<file path="config.mk">
export PLATFORM = sky130hd
export DESIGN_NAME = sorted_stream_sink
export DESIGN_NICKNAME = d
export VERILOG_FILES = /design/src/rtl/sorted_stream_sink_pkg.sv /design/src/rtl/sorted_stream_sink_regfile.sv /design/src/rtl/sorted_stream_sink.sv
export SDC_FILE = /design/constraint.sdc
export NUM_CORES = 1
export LEC_CHECK = 0
export CAP_MARGIN = 20
export CORE_MARGIN = 4
export CORE_UTILIZATION = 45
export CTS_CLUSTER_SIZE = 25
export DETAILED_ROUTE_END_ITERATION = 16
export HOLD_SLACK_MARGIN = 0.02
export MAX_ROUTING_LAYER = met4
export PLACE_DENSITY = 0.71
export SLEW_MARGIN = 20
export SYNTH_ARGS = -nofsm -noshare
export SYNTH_HDL_FRONTEND = slang
export SYNTH_SLANG_ARGS = --single-unit
export TNS_END_PERCENT = 10
</file>
<file path="constraint.sdc">
create_clock -name clk -period 5.5 [get_ports clk]
set_input_delay 1.1 -clock clk [delete_from_list [all_inputs] [get_ports clk]]
set_output_delay 1.1 -clock clk [all_outputs]
set_load 0.005 [all_outputs]
</file>
<file path="src/rtl/sorted_stream_sink_pkg.sv">
`default_nettype none
// +--------------------------------------------------------------------+
// | Module      : sorted_stream_sink_pkg                               |
// | Description : Shared types and constants for the sorted stream     |
// |               sink: state encoding and the word width it shares    |
// |               with the upstream sorter.                            |
// | Revision    : 1.0 - initial release                                |
// +--------------------------------------------------------------------+
package sorted_stream_sink_pkg;

   // Word width used by the sorter; the sink defaults to the same value
   localparam int SORTER_WIDTH = 32;

   // State encodings for the frame-capture FSM
   localparam logic [1:0] c_st_idle    = 2'd0;
   localparam logic [1:0] c_st_collect = 2'd1;
   localparam logic [1:0] c_st_done    = 2'd2;

   typedef enum logic [1:0] {
      ST_IDLE    = c_st_idle,
      ST_COLLECT = c_st_collect,
      ST_DONE    = c_st_done
   } sink_state_t;

endpackage : sorted_stream_sink_pkg
`default_nettype wire

</file>
<file path="src/rtl/sorted_stream_sink_regfile.sv">
`default_nettype none
// +--------------------------------------------------------------------+
// | Module      : sink_regfile                                         |
// | Description : DEPTH x WIDTH register array with one write port and |
// |               one registered read port. Out-of-range reads return |
// |               zero; asynchronous active-low clear of all words.    |
// | Revision    : 1.0 - initial release                                |
// +--------------------------------------------------------------------+
module sink_regfile #(
   parameter int WIDTH  = 32,
   parameter int DEPTH  = 8,
   parameter int ADDR_W = 3
) (
   input  logic                     clk,
   input  logic                     rst,        // active-low, asynchronous
   input  logic                     i_wr_en,
   input  logic [ADDR_W-1:0]        i_wr_addr,
   input  logic signed [WIDTH-1:0]  i_wr_data,
   input  logic [ADDR_W-1:0]        i_rd_addr,
   output logic signed [WIDTH-1:0]  o_rd_data
);

   logic signed [WIDTH-1:0] r_mem [DEPTH];
   logic                    w_wr_in_range;
   logic                    w_rd_in_range;

   // Addresses at or beyond DEPTH have no backing storage
   assign w_wr_in_range = (int'(i_wr_addr) < DEPTH);
   assign w_rd_in_range = (int'(i_rd_addr) < DEPTH);

   // Storage array: cleared on reset, written one word per cycle
   always_ff @(posedge clk or negedge rst) begin
      if (!rst) begin
         for (int i = 0; i < DEPTH; i++) begin
            r_mem[i] <= '0;
         end
      end else if (i_wr_en && w_wr_in_range) begin
         r_mem[i_wr_addr] <= i_wr_data;
      end
   end

   // Registered read; a same-cycle write is not forwarded, so old data is returned
   always_ff @(posedge clk or negedge rst) begin
      if (!rst) begin
         o_rd_data <= '0;
      end else if (w_rd_in_range) begin
         o_rd_data <= r_mem[i_rd_addr];
      end else begin
         o_rd_data <= '0;
      end
   end

endmodule : sink_regfile
`default_nettype wire

</file>
<file path="src/rtl/sorted_stream_sink.sv">
`default_nettype none
// +--------------------------------------------------------------------+
// | Module      : sorted_stream_sink                                   |
// | Description : Captures one frame of DEPTH signed words from the    |
// |               sorter, stores them for random-access readback and   |
// |               flags any descending step, completion and overflow.  |
// | Revision    : 1.0 - initial release                                |
// +--------------------------------------------------------------------+
module sorted_stream_sink
   import sorted_stream_sink_pkg::*;
#(
   parameter int WIDTH  = SORTER_WIDTH,
   parameter int DEPTH  = 8,
   parameter int ADDR_W = 3
) (
   input  logic                     clk,
   input  logic                     rst,           // active-low, asynchronous
   input  logic signed [WIDTH-1:0]  data_serial_i,
   input  logic                     data_valid_i,
   input  logic                     clear_i,
   input  logic [ADDR_W-1:0]        rd_addr_i,
   output logic signed [WIDTH-1:0]  rd_data_o,
   output logic [ADDR_W:0]          count_o,
   output logic                     done_o,
   output logic                     order_err_o,
   output logic                     sorted_ok_o,
   output logic                     overflow_o
);

   localparam int              CNT_W       = ADDR_W + 1;
   localparam logic [CNT_W-1:0] c_depth_cnt = CNT_W'(DEPTH);
   localparam logic [CNT_W-1:0] c_one       = CNT_W'(1);

   sink_state_t              r_state;
   sink_state_t              w_state_nxt;
   logic [CNT_W-1:0]         r_count;
   logic [CNT_W-1:0]         w_count_nxt;
   logic signed [WIDTH-1:0]  r_prev;
   logic signed [WIDTH-1:0]  w_prev_nxt;
   logic                     r_order_err;
   logic                     w_order_err_nxt;
   logic                     r_overflow;
   logic                     w_overflow_nxt;
   logic                     w_wr_en;
   logic [ADDR_W-1:0]        w_wr_addr;

   // Next-state, datapath update and write-port control for the capture FSM
   always_comb begin
      w_state_nxt     = r_state;
      w_count_nxt     = r_count;
      w_prev_nxt      = r_prev;
      w_order_err_nxt = r_order_err;
      w_overflow_nxt  = r_overflow;
      w_wr_en         = 1'b0;
      w_wr_addr       = r_count[ADDR_W-1:0];

      if (clear_i) begin
         // Restart wins over any word arriving this cycle; memory is kept
         w_state_nxt     = ST_IDLE;
         w_count_nxt     = '0;
         w_order_err_nxt = 1'b0;
         w_overflow_nxt  = 1'b0;
      end else begin
         case (r_state)
            ST_IDLE: begin
               if (data_valid_i) begin
                  w_wr_en     = 1'b1;
                  w_wr_addr   = '0;
                  w_prev_nxt  = data_serial_i;
                  w_count_nxt = c_one;
                  w_state_nxt = (DEPTH == 1) ? ST_DONE : ST_COLLECT;
               end
            end
            ST_COLLECT: begin
               if (data_valid_i) begin
                  w_wr_en = 1'b1;
                  // Equal neighbours are legal; only a strict signed drop is an error
                  if (data_serial_i < r_prev) begin
                     w_order_err_nxt = 1'b1;
                  end
                  w_prev_nxt  = data_serial_i;
                  w_count_nxt = r_count + c_one;
                  if (r_count + c_one == c_depth_cnt) begin
                     w_state_nxt = ST_DONE;
                  end
               end
            end
            ST_DONE: begin
               // Frame is full: extra words are flagged and discarded
               if (data_valid_i) begin
                  w_overflow_nxt = 1'b1;
               end
            end
            default: begin
               w_state_nxt = ST_IDLE;
            end
         endcase
      end
   end

   // State, counter, previous-word and sticky flag registers
   always_ff @(posedge clk or negedge rst) begin
      if (!rst) begin
         r_state     <= ST_IDLE;
         r_count     <= '0;
         r_prev      <= '0;
         r_order_err <= 1'b0;
         r_overflow  <= 1'b0;
      end else begin
         r_state     <= w_state_nxt;
         r_count     <= w_count_nxt;
         r_prev      <= w_prev_nxt;
         r_order_err <= w_order_err_nxt;
         r_overflow  <= w_overflow_nxt;
      end
   end

   sink_regfile #(
      .WIDTH  (WIDTH),
      .DEPTH  (DEPTH),
      .ADDR_W (ADDR_W)
   ) u_regfile (
      .clk       (clk),
      .rst       (rst),
      .i_wr_en   (w_wr_en),
      .i_wr_addr (w_wr_addr),
      .i_wr_data (data_serial_i),
      .i_rd_addr (rd_addr_i),
      .o_rd_data (rd_data_o)
   );

   assign count_o     = r_count;
   assign done_o      = (r_state == ST_DONE);
   assign order_err_o = r_order_err;
   assign overflow_o  = r_overflow;
   assign sorted_ok_o = done_o & ~r_order_err;

endmodule : sorted_stream_sink
`default_nettype wire

</file>
==> flow_summary.toml <==
[critical_path]
critPathArrivalTime_ns = 3.63
path_class = "in2reg"
cp-end-kind = "flop"
slowest_delay_ns = 0.70
crit_slowest_cell = "nand2_2"
crit_family = "buffers and inverters"
worstPathRequired_ns = 5.88
cp_cell_sequence = "clkdlybuf4s50_1, nor2_4, buf_4, nand2_2, mux2_2"
cp_num_buf_inv = 2
worst_setup_path_start_kind = "input port"
cp_max_fo = 66

[synth]
ys_warn_count = 0
synthTopCellsByCount = "dfrtp_1 (328), mux2_2 (283), mux4_2 (64)"
synth-adder-area-share_pct = 2.740
synth_area_mm2 = 0.01461
synth_nets = 1027
synth.avg_cell_area_um2 = 15.29
ys_top_cells_by_area = "dfrtp_1 (56%), mux2_2 (22%), mux4_2 (9.9%)"
synth_top_family_by_area = "multiplexers"
synth_top_area_cell = "dfrtp_1"
synth_top_area_share_pct = 56.17
syn-instance-count = 956
synth_seq_area_share_pct = 56.17
yosysUniqueCellTypes = 43
synth_ff_type = "dfrtp_1"
synthXorXnorAreaFrac_pct = 0.05994
synth-edff-count = 0
synth-simple-area-share_pct = 3.451
synth_mux_area_share_pct = 32.13
yosysMostFrequentCell = "dfrtp_1"
synth-compound-area-share_pct = 2.577
ys_seq_elements = 328
ys_async_sr_fraction_pct = 100.0

[routing]
route.detailed.drc = 0
viasPerCell = 5.426
wire_per_inst_um = 19.26
first_pass_iters = 4
first_iter_violations = 448
drt-total-wl_um = 28680
dr_total_vias = 8079
postRouteAntennaNets = 0

[place]
pre_cts_slack_ns = 1.714
hpwl_um = 16730
place_inst = 1426
gp_congestion = 0.7330
portBuffers = 78

[sta]
setup_tns_ns = 0
final_hold_viol_count = 0
period_needed_ns = 3.249
finalCritPeriodShare_pct = 59.08
setup_ws_ns = 2.251
grt_setup_unrepaired = "no"
worstMarginPinSlew_ns = 1.074
slew_violations = 0
setup_viol_count_final = 0
relSlewSlack_pct = 28.41
fmax_mhz = 307.8
clock_skew_ns = 0.01875

[cts]
post_cts_resize_count = 0
clk_latency_ns = 0.52
cts.clk_slew.worst_paths_ns = 0.06
cts_root_buf = "clkbuf_16"
cts_max_path_buffers = 3
hold_buffers = 0
cts-buffers-inserted = 36
htreeDepth = 2
cts_setup_buffers = 0
cts_tree = "yes"
cts_sinks = 328

[die]
coreArea_mm2 = 0.03180
start_util_pct = 45.95
die-area_mm2 = 0.03542
rows = 65
die_w_um = 188.2
die_h_um = 188.2
num_io_pins = 79

[global_routing]
grt-ovfl-total = 0
antenna_found_initial = 1
grt_pass1_wl_um = 48210
grt_pass1_vias = 8784
grt_usage_pct = 17.25
grt_max_degree = 130

[job]
maxCapViolCount = 0

[hold_path]
hold_class = "in2async"

[pwr]
leakage_uw = 0.008009
peakVddDrop_v = 0.0001755
power_density_mw_per_mm2 = 338.6

[cells_and_area]
num-fill-cells = 2594
drive_gt1_share_pct = 40.74
nNetsFinal = 1101
areaGrowthSynthToFinish_pct = 15.99
fin_cells = 1489

[status]
outcome = "complete, no violations"
## worst register-to-register path, stage by stage, from the launching register on
cell      delay, ns
dfrtp_1        0.41
nand2b_4       0.18
nor2_4         0.11
buf_4          0.49
nand2_2        0.71
mux2_2         0.52
## report_power, final
group / leakage (uW) / switching (uW) / internal [uW]
Clock: 0.000576 / 926 / 1430
Sequential: 0.00437 / 102 / 2640
Combinational: 0.00306 / 282 / 360
## metrics by stage
step / utilization, % / hold WS [ns] / power (uW) / instance area (um2)
finish: 53.30 / 0.4463 / 5739 / 16950
global route: 53.30 / 0.4458 / 6003 / 16950
CTS: 53.21 / 0.4897 / 5809 / 16920
detailed placement: 49.55 / 0.4768 / 3431 / 15760
global placement: 49.55 / 0.4688 / 3405 / 15760
floorplan: - / 0.4550 / 3153 / 14610
## path summary, 6_finish.rpt
path,start,depth (start not counted),to,slack (ns)
max,clear_i,5,u_regfile.r_mem[255],2.25
min,rst,1,u_regfile.r_mem[62],0.45
max reg2reg,r_state[1],5,u_regfile.r_mem[255],2.96
min reg2reg,u_regfile.r_mem[190],1,u_regfile.r_mem[190],0.49
max in group asynchronous,rst,3,u_regfile.r_mem[77],3.75
min in group clk,u_regfile.r_mem[190],1,u_regfile.r_mem[190],0.49
## cell families (layout without fill, tap and decap cells)
| logic type | after synthesis | count (layout) |
|---|---|---|
| other | 0 | 1 |
| adders and majority gates | 32 | 32 |
| muxes | 353 | 353 |
| DFF | 328 | 328 |
| buffers and inverters | 87 | 184 |
| AOI/OAI and AO/OA | 64 | 64 |
| xor gates and xnor gates | 1 | 1 |
| and+or+nand+nor | 91 | 91 |
## area by class of cell
cell class	instances	area (um2)	area share, %
Sequential cell	328	8208	48.42
Multi-Input combinational cell	541	6008	35.45
Clock buffer	53	1066	6.289
Timing Repair Buffer	91	903.4	5.330
Tap cell	435	544.3	3.211
Inverter	32	120.1	0.7086
Clock inverter	8	97.59	0.5758
Antenna cell	1	2.502	0.01476
## cell usage in the layout, fill, tap and decap left out, types with 2 or more instances in the layout
master           Yosys  final
a21o_1               3      3
a21oi_1             16     16
a221oi_1             2      2
and3_1               2      2
and4_1               5      5
buf_2               23      2
buf_4                9     12
bufinv_16            0      2
clkbuf_1            15      8
clkbuf_16            0     37
clkbuf_8             0      8
clkdlybuf4s50_1      0     74
clkinv_2             0      4
dfrtp_1            328    328
ha_1                32     32
inv_1               32     32
inv_6                0      2
mux2_1               6      6
mux2_2             283    283
mux4_2              64     64
nand2_1             46     45
nand2_2              1      2
nand2b_4             2      2
nand3_1              6      6
nand3b_4             2      2
nor2_1              10      9
nor2_4               1      2
nor2b_1              4      4
nor3b_4              0      2
o21ai_0             36     36
or4_1                2      2
## flip-flops by register name (all words and copies together) (netlist names)
name,flops
order_err_o,1
count_o,4
u_regfile.r_mem,256
r_state,2
r_prev,32
overflow_o,1
u_regfile.o_rd_data,32
## layer usage
layer,up-vias,share of wire [%],GRT usage (%)
met4,0,1.9,4.207
met2,123,46,26.26
met1,4270,48,24.64
met5,-,0,-
li1,3646,-,-
met3,40,4.1,2.779
(Power assumes the default switching activity.)
